`src/rtl/lag_bcd_encoder_pkg.sv`:
```
// Shared types and constants for the lag BCD encoder.
//   - Default geometry: 17-bit binary inputs, 5 BCD digits per field, 4 fields.
//   - Field order inside the 80-bit word: current, min, max, avg (field 0 in the low bits).
//   - Sentinels: MAX_BCDCOUNT marks "no value" for current/min/avg. The max field uses 0.
package lag_bcd_encoder_pkg;

  localparam int LAG_BIN_W   = 17;
  localparam int LAG_DIGITS  = 5;
  localparam int LAG_FIELDS  = 4;
  localparam int BCD_FIELD_W = 4 * LAG_DIGITS;

  localparam logic [LAG_BIN_W-1:0]   BCD_CLAMP    = 17'd99999;
  // 0xFFFFF is not a legal BCD pattern, so textgen can tell it apart from any real value.
  localparam logic [BCD_FIELD_W-1:0] MAX_BCDCOUNT = 20'hFFFFF;
  localparam logic [BCD_FIELD_W-1:0] MAX_FIELD_EMPTY = '0;

  typedef enum logic [1:0] {
    LAG_CUR = 2'd0,
    LAG_MIN = 2'd1,
    LAG_MAX = 2'd2,
    LAG_AVG = 2'd3
  } lag_field_e;

  // Value published for a field that has no valid measurement.
  function automatic logic [BCD_FIELD_W-1:0] field_sentinel(input lag_field_e f);
    return (f == LAG_MAX) ? MAX_FIELD_EMPTY : MAX_BCDCOUNT;
  endfunction

endpackage

```
`src/rtl/lag_bcd_encoder_if.sv`:
```
// Request/result bundle between the lag measurement side and the encoder.
//   master: measurement side. It drives start, the four lag values, valid_mask and commit_enable.
//   slave : the encoder. It drives busy, done and the packed bcdcount word.
interface lag_bcd_encoder_if #(
  parameter int BIN_WIDTH = 17,
  parameter int DIGITS    = 5,
  parameter int FIELDS    = 4
);
  logic                       start;
  logic [BIN_WIDTH-1:0]       lag_current;
  logic [BIN_WIDTH-1:0]       lag_min;
  logic [BIN_WIDTH-1:0]       lag_max;
  logic [BIN_WIDTH-1:0]       lag_avg;
  logic [FIELDS-1:0]          valid_mask;
  logic                       commit_enable;
  logic                       busy;
  logic                       done;
  logic [FIELDS*4*DIGITS-1:0] bcdcount;

  modport master (
    output start, lag_current, lag_min, lag_max, lag_avg, valid_mask, commit_enable,
    input  busy, done, bcdcount
  );

  modport slave (
    input  start, lag_current, lag_min, lag_max, lag_avg, valid_mask, commit_enable,
    output busy, done, bcdcount
  );
endinterface

```
`src/rtl/lag_bcd_encoder_bin2bcd_seq.sv`:
```
// Sequential double-dabble engine for a single field.
//   clk_i, rst_i : clock and synchronous active-high reset
//   load_i       : load bin_i into the shift register and clear the BCD accumulator
//   step_i       : one add-3/shift iteration
//   bin_i        : binary value to convert. It must already be clamped to DIGITS digits.
//   bcd_nxt_o    : accumulator value after the current step. It is valid while step_i is high.
//   last_o       : high on the BIN_WIDTH-th step. bcd_nxt_o is then the final result.
module bin2bcd_seq #(
  parameter int BIN_WIDTH = 17,
  parameter int DIGITS    = 5
) (
  input  logic                  clk_i,
  input  logic                  rst_i,
  input  logic                  load_i,
  input  logic                  step_i,
  input  logic [BIN_WIDTH-1:0]  bin_i,
  output logic [4*DIGITS-1:0]   bcd_nxt_o,
  output logic                  last_o
);
  localparam int FW    = 4 * DIGITS;
  localparam int CNT_W = $clog2(BIN_WIDTH);

  logic [DIGITS-1:0][3:0] bcd_q, adj;
  logic [BIN_WIDTH-1:0]   bin_q;
  logic [CNT_W-1:0]       cnt_q;
  logic [FW-1:0]          adj_flat;

  for (genvar g = 0; g < DIGITS; g++) begin : g_dig
    assign adj[g] = (bcd_q[g] >= 4'd5) ? bcd_q[g] + 4'd3 : bcd_q[g];
  end

  assign adj_flat = adj;
  // Clamped inputs never need a digit above DIGITS, so the bit shifted out of the top is always 0.
  assign bcd_nxt_o = (adj_flat << 1) | FW'(bin_q[BIN_WIDTH-1]);
  assign last_o    = step_i && (cnt_q == CNT_W'(BIN_WIDTH - 1));

  always_ff @(posedge clk_i) begin
    if (rst_i) begin
      bcd_q <= '0;
      bin_q <= '0;
      cnt_q <= '0;
    end else if (load_i) begin
      bcd_q <= '0;
      bin_q <= bin_i;
      cnt_q <= '0;
    end else if (step_i) begin
      bcd_q <= bcd_nxt_o;
      bin_q <= bin_q << 1;
      cnt_q <= cnt_q + 1'b1;
    end
  end
endmodule

```
`src/rtl/lag_bcd_encoder.sv`:
```
// Converts the four binary lag statistics into the packed BCD word for the lag display line.
// One shared double-dabble engine processes the fields in sequence.
// The finished word is published atomically, on the first cycle that commit_enable allows it.
//   clock, reset : video pixel clock and synchronous active-high reset
//   bus (slave)  : start, lag_current/min/max/avg, valid_mask and commit_enable come in.
//                  busy, done and bcdcount[79:0] go out.
//                  bcdcount layout: [19:0] current, [39:20] min, [59:40] max, [79:60] avg.
// Each field takes 18 cycles (1 load and 17 shifts), so one conversion takes 72 cycles.
// A start that arrives while busy is parked in a shadow set. The newest one wins.
module lag_bcd_encoder
  import lag_bcd_encoder_pkg::*;
#(
  parameter int BIN_WIDTH = LAG_BIN_W,
  parameter int DIGITS    = LAG_DIGITS,
  parameter int FIELDS    = LAG_FIELDS
) (
  input  logic             clock,
  input  logic             reset,
  lag_bcd_encoder_if.slave bus
);
  localparam int FIELD_W = 4 * DIGITS;
  localparam int IDX_W   = $clog2(FIELDS);
  localparam logic [BIN_WIDTH-1:0] CLAMP = BIN_WIDTH'(10**DIGITS - 1);

  // Storing happens on the last SHIFT edge, so it needs no state of its own.
  localparam logic [1:0] S_IDLE        = 2'd0;
  localparam logic [1:0] S_LOAD        = 2'd1;
  localparam logic [1:0] S_SHIFT       = 2'd2;
  localparam logic [1:0] S_WAIT_COMMIT = 2'd3;

  logic [1:0]                           state_q, state_d;
  logic [IDX_W-1:0]                     idx_q, idx_d;
  logic [FIELDS-1:0][BIN_WIDTH-1:0]     work_val_q, work_val_d, shd_val_q, shd_val_d;
  logic [FIELDS-1:0]                    work_msk_q, work_msk_d, shd_msk_q, shd_msk_d;
  logic                                 pend_q, pend_d;
  logic [FIELDS-1:0][FIELD_W-1:0]       res_q, res_d, bcd_q, bcd_d;
  logic                                 done_q, done_d;

  logic [FIELDS-1:0][BIN_WIDTH-1:0]     req_val;
  logic [BIN_WIDTH-1:0]                 cur_bin, eng_bin;
  logic                                 eng_load, eng_step, eng_last;
  logic [FIELD_W-1:0]                   eng_bcd_nxt;
  logic                                 commit, to_shadow;

  assign req_val = {bus.lag_avg, bus.lag_max, bus.lag_min, bus.lag_current};
  assign cur_bin = work_val_q[idx_q];
  assign eng_bin = (cur_bin > CLAMP) ? CLAMP : cur_bin;

  assign commit = (state_q == S_WAIT_COMMIT) && bus.commit_enable;
  // A start on a commit edge with no pending request is taken straight into the working set.
  // Parking it in the shadow set instead would strand it once the FSM drops to IDLE.
  assign to_shadow = bus.start && (state_q != S_IDLE) && !(commit && !pend_q);

  bin2bcd_seq #(.BIN_WIDTH(BIN_WIDTH), .DIGITS(DIGITS)) u_eng (
    .clk_i     (clock),
    .rst_i     (reset),
    .load_i    (eng_load),
    .step_i    (eng_step),
    .bin_i     (eng_bin),
    .bcd_nxt_o (eng_bcd_nxt),
    .last_o    (eng_last)
  );

  always_comb begin
    state_d    = state_q;
    idx_d      = idx_q;
    work_val_d = work_val_q;
    work_msk_d = work_msk_q;
    shd_val_d  = shd_val_q;
    shd_msk_d  = shd_msk_q;
    pend_d     = pend_q;
    res_d      = res_q;
    bcd_d      = bcd_q;
    done_d     = 1'b0;
    eng_load   = 1'b0;
    eng_step   = 1'b0;

    case (state_q)
      S_IDLE: begin
        if (bus.start) begin
          work_val_d = req_val;
          work_msk_d = bus.valid_mask;
          idx_d      = '0;
          state_d    = S_LOAD;
        end
      end
      S_LOAD: begin
        eng_load = 1'b1;
        state_d  = S_SHIFT;
      end
      S_SHIFT: begin
        eng_step = 1'b1;
        if (eng_last) begin
          // Invalid fields still run all 18 cycles, which keeps the latency fixed.
          res_d[idx_q] = work_msk_q[idx_q] ? eng_bcd_nxt
                                           : field_sentinel(lag_field_e'(idx_q));
          if (idx_q == IDX_W'(FIELDS - 1)) begin
            state_d = S_WAIT_COMMIT;
          end else begin
            idx_d   = idx_q + 1'b1;
            state_d = S_LOAD;
          end
        end
      end
      S_WAIT_COMMIT: begin
        if (commit) begin
          bcd_d  = res_q;
          done_d = 1'b1;
          idx_d  = '0;
          if (pend_q) begin
            work_val_d = shd_val_q;
            work_msk_d = shd_msk_q;
            pend_d     = 1'b0;
            state_d    = S_LOAD;
          end else if (bus.start) begin
            work_val_d = req_val;
            work_msk_d = bus.valid_mask;
            state_d    = S_LOAD;
          end else begin
            state_d = S_IDLE;
          end
        end
      end
      default: state_d = S_IDLE;
    endcase

    if (to_shadow) begin
      shd_val_d = req_val;
      shd_msk_d = bus.valid_mask;
      pend_d    = 1'b1;
    end
  end

  always_ff @(posedge clock) begin
    if (reset) begin
      state_q    <= S_IDLE;
      idx_q      <= '0;
      work_val_q <= '0;
      work_msk_q <= '0;
      shd_val_q  <= '0;
      shd_msk_q  <= '0;
      pend_q     <= 1'b0;
      done_q     <= 1'b0;
      for (int f = 0; f < FIELDS; f++) begin
        res_q[f] <= field_sentinel(lag_field_e'(f));
        bcd_q[f] <= field_sentinel(lag_field_e'(f));
      end
    end else begin
      state_q    <= state_d;
      idx_q      <= idx_d;
      work_val_q <= work_val_d;
      work_msk_q <= work_msk_d;
      shd_val_q  <= shd_val_d;
      shd_msk_q  <= shd_msk_d;
      pend_q     <= pend_d;
      done_q     <= done_d;
      res_q      <= res_d;
      bcd_q      <= bcd_d;
    end
  end

  assign bus.busy     = (state_q != S_IDLE);
  assign bus.done     = done_q;
  assign bus.bcdcount = bcd_q;
endmodule

```
`src/flat_wrapper.sv`:
```
// flat-port wrapper written by rule: the top's interface ports become plain ports
module lag_bcd_encoder_flat import lag_bcd_encoder_pkg::*;
#(
  parameter int BIN_WIDTH = LAG_BIN_W,
  parameter int DIGITS    = LAG_DIGITS,
  parameter int FIELDS    = LAG_FIELDS
)
  (clock, reset, bus_start, bus_lag_current, bus_lag_min, bus_lag_max, bus_lag_avg, bus_valid_mask, bus_commit_enable, bus_busy, bus_done, bus_bcdcount);
  lag_bcd_encoder_if #(.BIN_WIDTH(BIN_WIDTH), .DIGITS(DIGITS), .FIELDS(FIELDS)) bus_i ();
  input  logic clock;
  input  logic reset;
  input wire logic [$bits(bus_i.start)-1:0] bus_start;
  input wire logic [$bits(bus_i.lag_current)-1:0] bus_lag_current;
  input wire logic [$bits(bus_i.lag_min)-1:0] bus_lag_min;
  input wire logic [$bits(bus_i.lag_max)-1:0] bus_lag_max;
  input wire logic [$bits(bus_i.lag_avg)-1:0] bus_lag_avg;
  input wire logic [$bits(bus_i.valid_mask)-1:0] bus_valid_mask;
  input wire logic [$bits(bus_i.commit_enable)-1:0] bus_commit_enable;
  output wire logic [$bits(bus_i.busy)-1:0] bus_busy;
  output wire logic [$bits(bus_i.done)-1:0] bus_done;
  output wire logic [$bits(bus_i.bcdcount)-1:0] bus_bcdcount;
  assign bus_i.start = bus_start;
  assign bus_i.lag_current = bus_lag_current;
  assign bus_i.lag_min = bus_lag_min;
  assign bus_i.lag_max = bus_lag_max;
  assign bus_i.lag_avg = bus_lag_avg;
  assign bus_i.valid_mask = bus_valid_mask;
  assign bus_i.commit_enable = bus_commit_enable;
  assign bus_busy = bus_i.busy;
  assign bus_done = bus_i.done;
  assign bus_bcdcount = bus_i.bcdcount;
  lag_bcd_encoder #(.BIN_WIDTH(BIN_WIDTH), .DIGITS(DIGITS), .FIELDS(FIELDS)) u_core (.clock(clock), .reset(reset), .bus(bus_i));
endmodule
```
`config.mk`:
```
export PLATFORM = sky130hd
export DESIGN_NAME = lag_bcd_encoder_flat
export DESIGN_NICKNAME = d
export VERILOG_FILES = /design/src/rtl/lag_bcd_encoder_pkg.sv /design/src/rtl/lag_bcd_encoder_if.sv /design/src/rtl/lag_bcd_encoder_bin2bcd_seq.sv /design/src/rtl/lag_bcd_encoder.sv /design/src/flat_wrapper.sv
export SDC_FILE = /design/constraint.sdc
export NUM_CORES = 1
export LEC_CHECK = 0
export CAP_MARGIN = 20
export CELL_PAD_IN_SITES_DETAIL_PLACEMENT = 1
export CELL_PAD_IN_SITES_GLOBAL_PLACEMENT = 1
export CORE_MARGIN = 3
export CORE_UTILIZATION = 38
export CTS_CLUSTER_SIZE = 30
export DETAILED_ROUTE_END_ITERATION = 10
export PLACE_DENSITY_LB_ADDON = 0.1
export SYNTH_ARGS = -nofsm -noshare
export SYNTH_HDL_FRONTEND = slang
export SYNTH_SLANG_ARGS = --single-unit
```
`constraint.sdc`:
```
create_clock -name clock -period 2.6 [get_ports clock]
set_clock_uncertainty 0.15 [all_clocks]
set_input_delay 0.78 -clock clock [delete_from_list [all_inputs] [get_ports clock]]
set_output_delay 0.78 -clock clock [all_outputs]
set_load 0.005 [all_outputs]
```
==> reports/results.ini <==
[status]
status=completed

[setup_path]
critPathLaunch=u_core.idx_q[1]
cp.required_ps=2910
start_kind=flop
crit_arrival_ps=2800
worstReg2RegStart=u_core.idx_q[1]
endpoint_kind=flop
r2r_setup_slack_ps=110
worstSetupPathType=flop to flop
path_max_fanout=23

[timing]
worstMarginPinSlew_ps=848
setup_violations=0
post-route-min-period_ps=2490
slew_viol_final=0
fin_tns_setup_ps=0
finalCritPeriodShare_pct=95.8
maxSlewHeadroom_pct=43.5
rsz0062_at_grt=no
hold_violations=0
clock.fmax_mhz=402

[floorplanning]
ios=158
die_h_um=200
rows=70
die_w_um=200
fp.coreArea_um2=36900
dieArea_um2=40000
start_util_pct=38.7

[power]
switching_power_mw=5.55
switching_share_pct=32.7
peakVddDrop_uv=560
combPwrFrac_pct=26.5
clkPwrFrac_pct=33.5
cellPowerDensity_nw_per_um2=934
seq_power_share_pct=40.0
p_leak_nw=7.17
p_int_mw=11.4

[placement]
gp_congestion=0.892
io_buffers=157
placed_cells=2353
place.detailed.hpwl_um=32300
dpl_cell_area_um2=16800

[yosys]
yosysSeqAreaShare_pct=49.3
async_flop_share_pct=0
yosys_warnings=0
synth_area_leader_cell=dfxtp_1
ys_top_cells_by_area=dfxtp_1 49%, nand2_1 12%, a21oi_1 5.3%, nand3_1 5.0%, a311oi_1 4.6%
synth_cells=1744
synth_edf_count=0
synth-seq-cells=352
yosys_most_used_dff=dfxtp_1
ys_top_cells_by_count=467 x nand2_1, 352 x dfxtp_1, 150 x a21oi_1, 142 x nand3_1, 139 x nor2_1
synth_cell_types=54
syn_avg_cell_area_um2=8.19
yosysMostFrequentCell=nand2_1
syn-cell-area_um2=14300
syn_nets=1840
synth_top_area_share_pct=49.3

[worst_hold_path]
min_from=u_core.res_q[59]
hold_class=flop to flop

[global_route]
grt_pass1_wl_um=72500
grt_max_degree=127
track_usage_pct=22.9
grt_pass1_vias=13200
overflow=0
antenna_found_initial=0

[clocking]
clockBufferDepth=3
cts_tree=done
insertion_delay_ps=540
cts_htree_levels=2
clk_pin_slew_ps=60
cts_buffers=40
cts-hold-fix-buffers=0
cts_sinks=352
cts-root-buf=clkbuf_16

[job]
cap_violations=0

[drt]
drc=0
dr.first_iter.drc_count=727
drtAntennaViolNets=0
drt_pre_antenna_iters=5
wl_per_cell_um=19.0
vias=13000
viasPerCell=5.34
totalWireLength_um=46100

[finish]
area_delta_synth_final_pct=27.3
layout-drive-gt1-share_pct=10.2
multiInputGateArea_um2=6650
regArea_um2=7050
finalInstanceArea_um2=18200
n_antenna_cell=0
nets=1990
finalNonFillerCells=2429
fill_cells=4291

## state kept, by name, summed over array words and instances (netlist names)
register	flops
u_core.bus.done	1
u_core.pend_q	1
u_core.u_eng.bin_q	17
u_core.shd_msk_q	4
u_core.idx_q	2
u_core.work_val_q	68
u_core.state_q	2
u_core.shd_val_q	68
u_core.res_q	80
u_core.u_eng.cnt_q	5
u_core.work_msk_q	4
u_core.bus.bcdcount	80
u_core.u_eng.bcd_q	20
## worst paths after layout
| kind | to | depth (start not counted) |
|---|---|---|
| worst max-delay path | u_core.res_q[59] | 5 |
| worst min-delay path | u_core.bus.bcdcount[59] | 2 |
| worst max register to register | u_core.res_q[59] | 5 |
| worst min register to register | u_core.bus.bcdcount[59] | 2 |
## worst max-delay path, stage by stage, from the launching register on
cell and delay [ps]:
dfxtp_1 460, mux4_1 770, buf_4 310, a31o_2 280
or2_2 300, a21oi_1 130
## layer usage
metal  share of wire, %  wire length, µm  GRT usage [%]
met1                 42            19600           27.6
met2                 51            23500           42.1
met3                3.0             1370           2.77
met4                3.5             1600           8.06
met5                  0                0              0
## cells in the final DEF, fill, tap and decap left out, types with 30 or more instances in the layout
cell             count
a21oi_1            150
a311oi_1            75
buf_4               79
clkbuf_16           41
clkdlybuf4s50_1    155
dfxtp_1            349
nand2_1            465
nand3_1            142
nor2_1             139
o211ai_1            30
o21ai_0             37
## final cells by class
class	count	area share, %
clock buffer	61	6.49
clock inverter	12	0.818
inverter	24	0.502
multi-input combinational	1226	36.5
sequential	352	38.8
tap	504	3.47
timing repair buffer	250	13.4
## cell families (layout without fill, tap and decap cells)
kind of cell | Yosys count | in the layout | synth area share [%]
buf+inv | 166 | 347 | 4.51
mux | 30 | 30 | 3.81
flops | 352 | 352 | 49.3
xor+xnor | 9 | 9 | 0.552
simple gates | 797 | 797 | 23.2
compound gates | 370 | 370 | 16.8
fa+ha+maj | 20 | 20 | 1.75
## through the flow
| step | total power [mW] | utilization [%] | hold slack [ps] | worst slack, ps |
|---|---|---|---|---|
| finish | 17.0 | 49.3 | 304 | 110 |
| CTS | 17.2 | 49.3 | 308 | 126 |
| floorplan | 9.37 | - | 279 | 163 |
| global route | 17.9 | 49.3 | 325 | 22.6 |
| global placement | 11.2 | 45.6 | 292 | 47.1 |
| detailed placement | 11.4 | 45.6 | 299 | -34.1 |
## power by group through the flow
stage / Clock (mW) / Combinational, mW / Sequential, mW
6_report: 5.70 / 4.50 / 6.79
2_1_floorplan: 0 / 2.79 / 6.57
3_3_place_gp: 0 / 4.30 / 6.88
3_5_place_dp: 0 / 4.45 / 6.91
5_1_grt: 6.08 / 4.99 / 6.84
4_1_cts: 5.85 / 4.55 / 6.79
## repair_timing
item | in CTS | in global routing
setup buffers | 3 | 0
setup endpoints to repair | 1 | 8
hold endpoints to repair | 0 | 0
gates resized for setup | 7 | 2
Power figures use the tool's default switching activity.
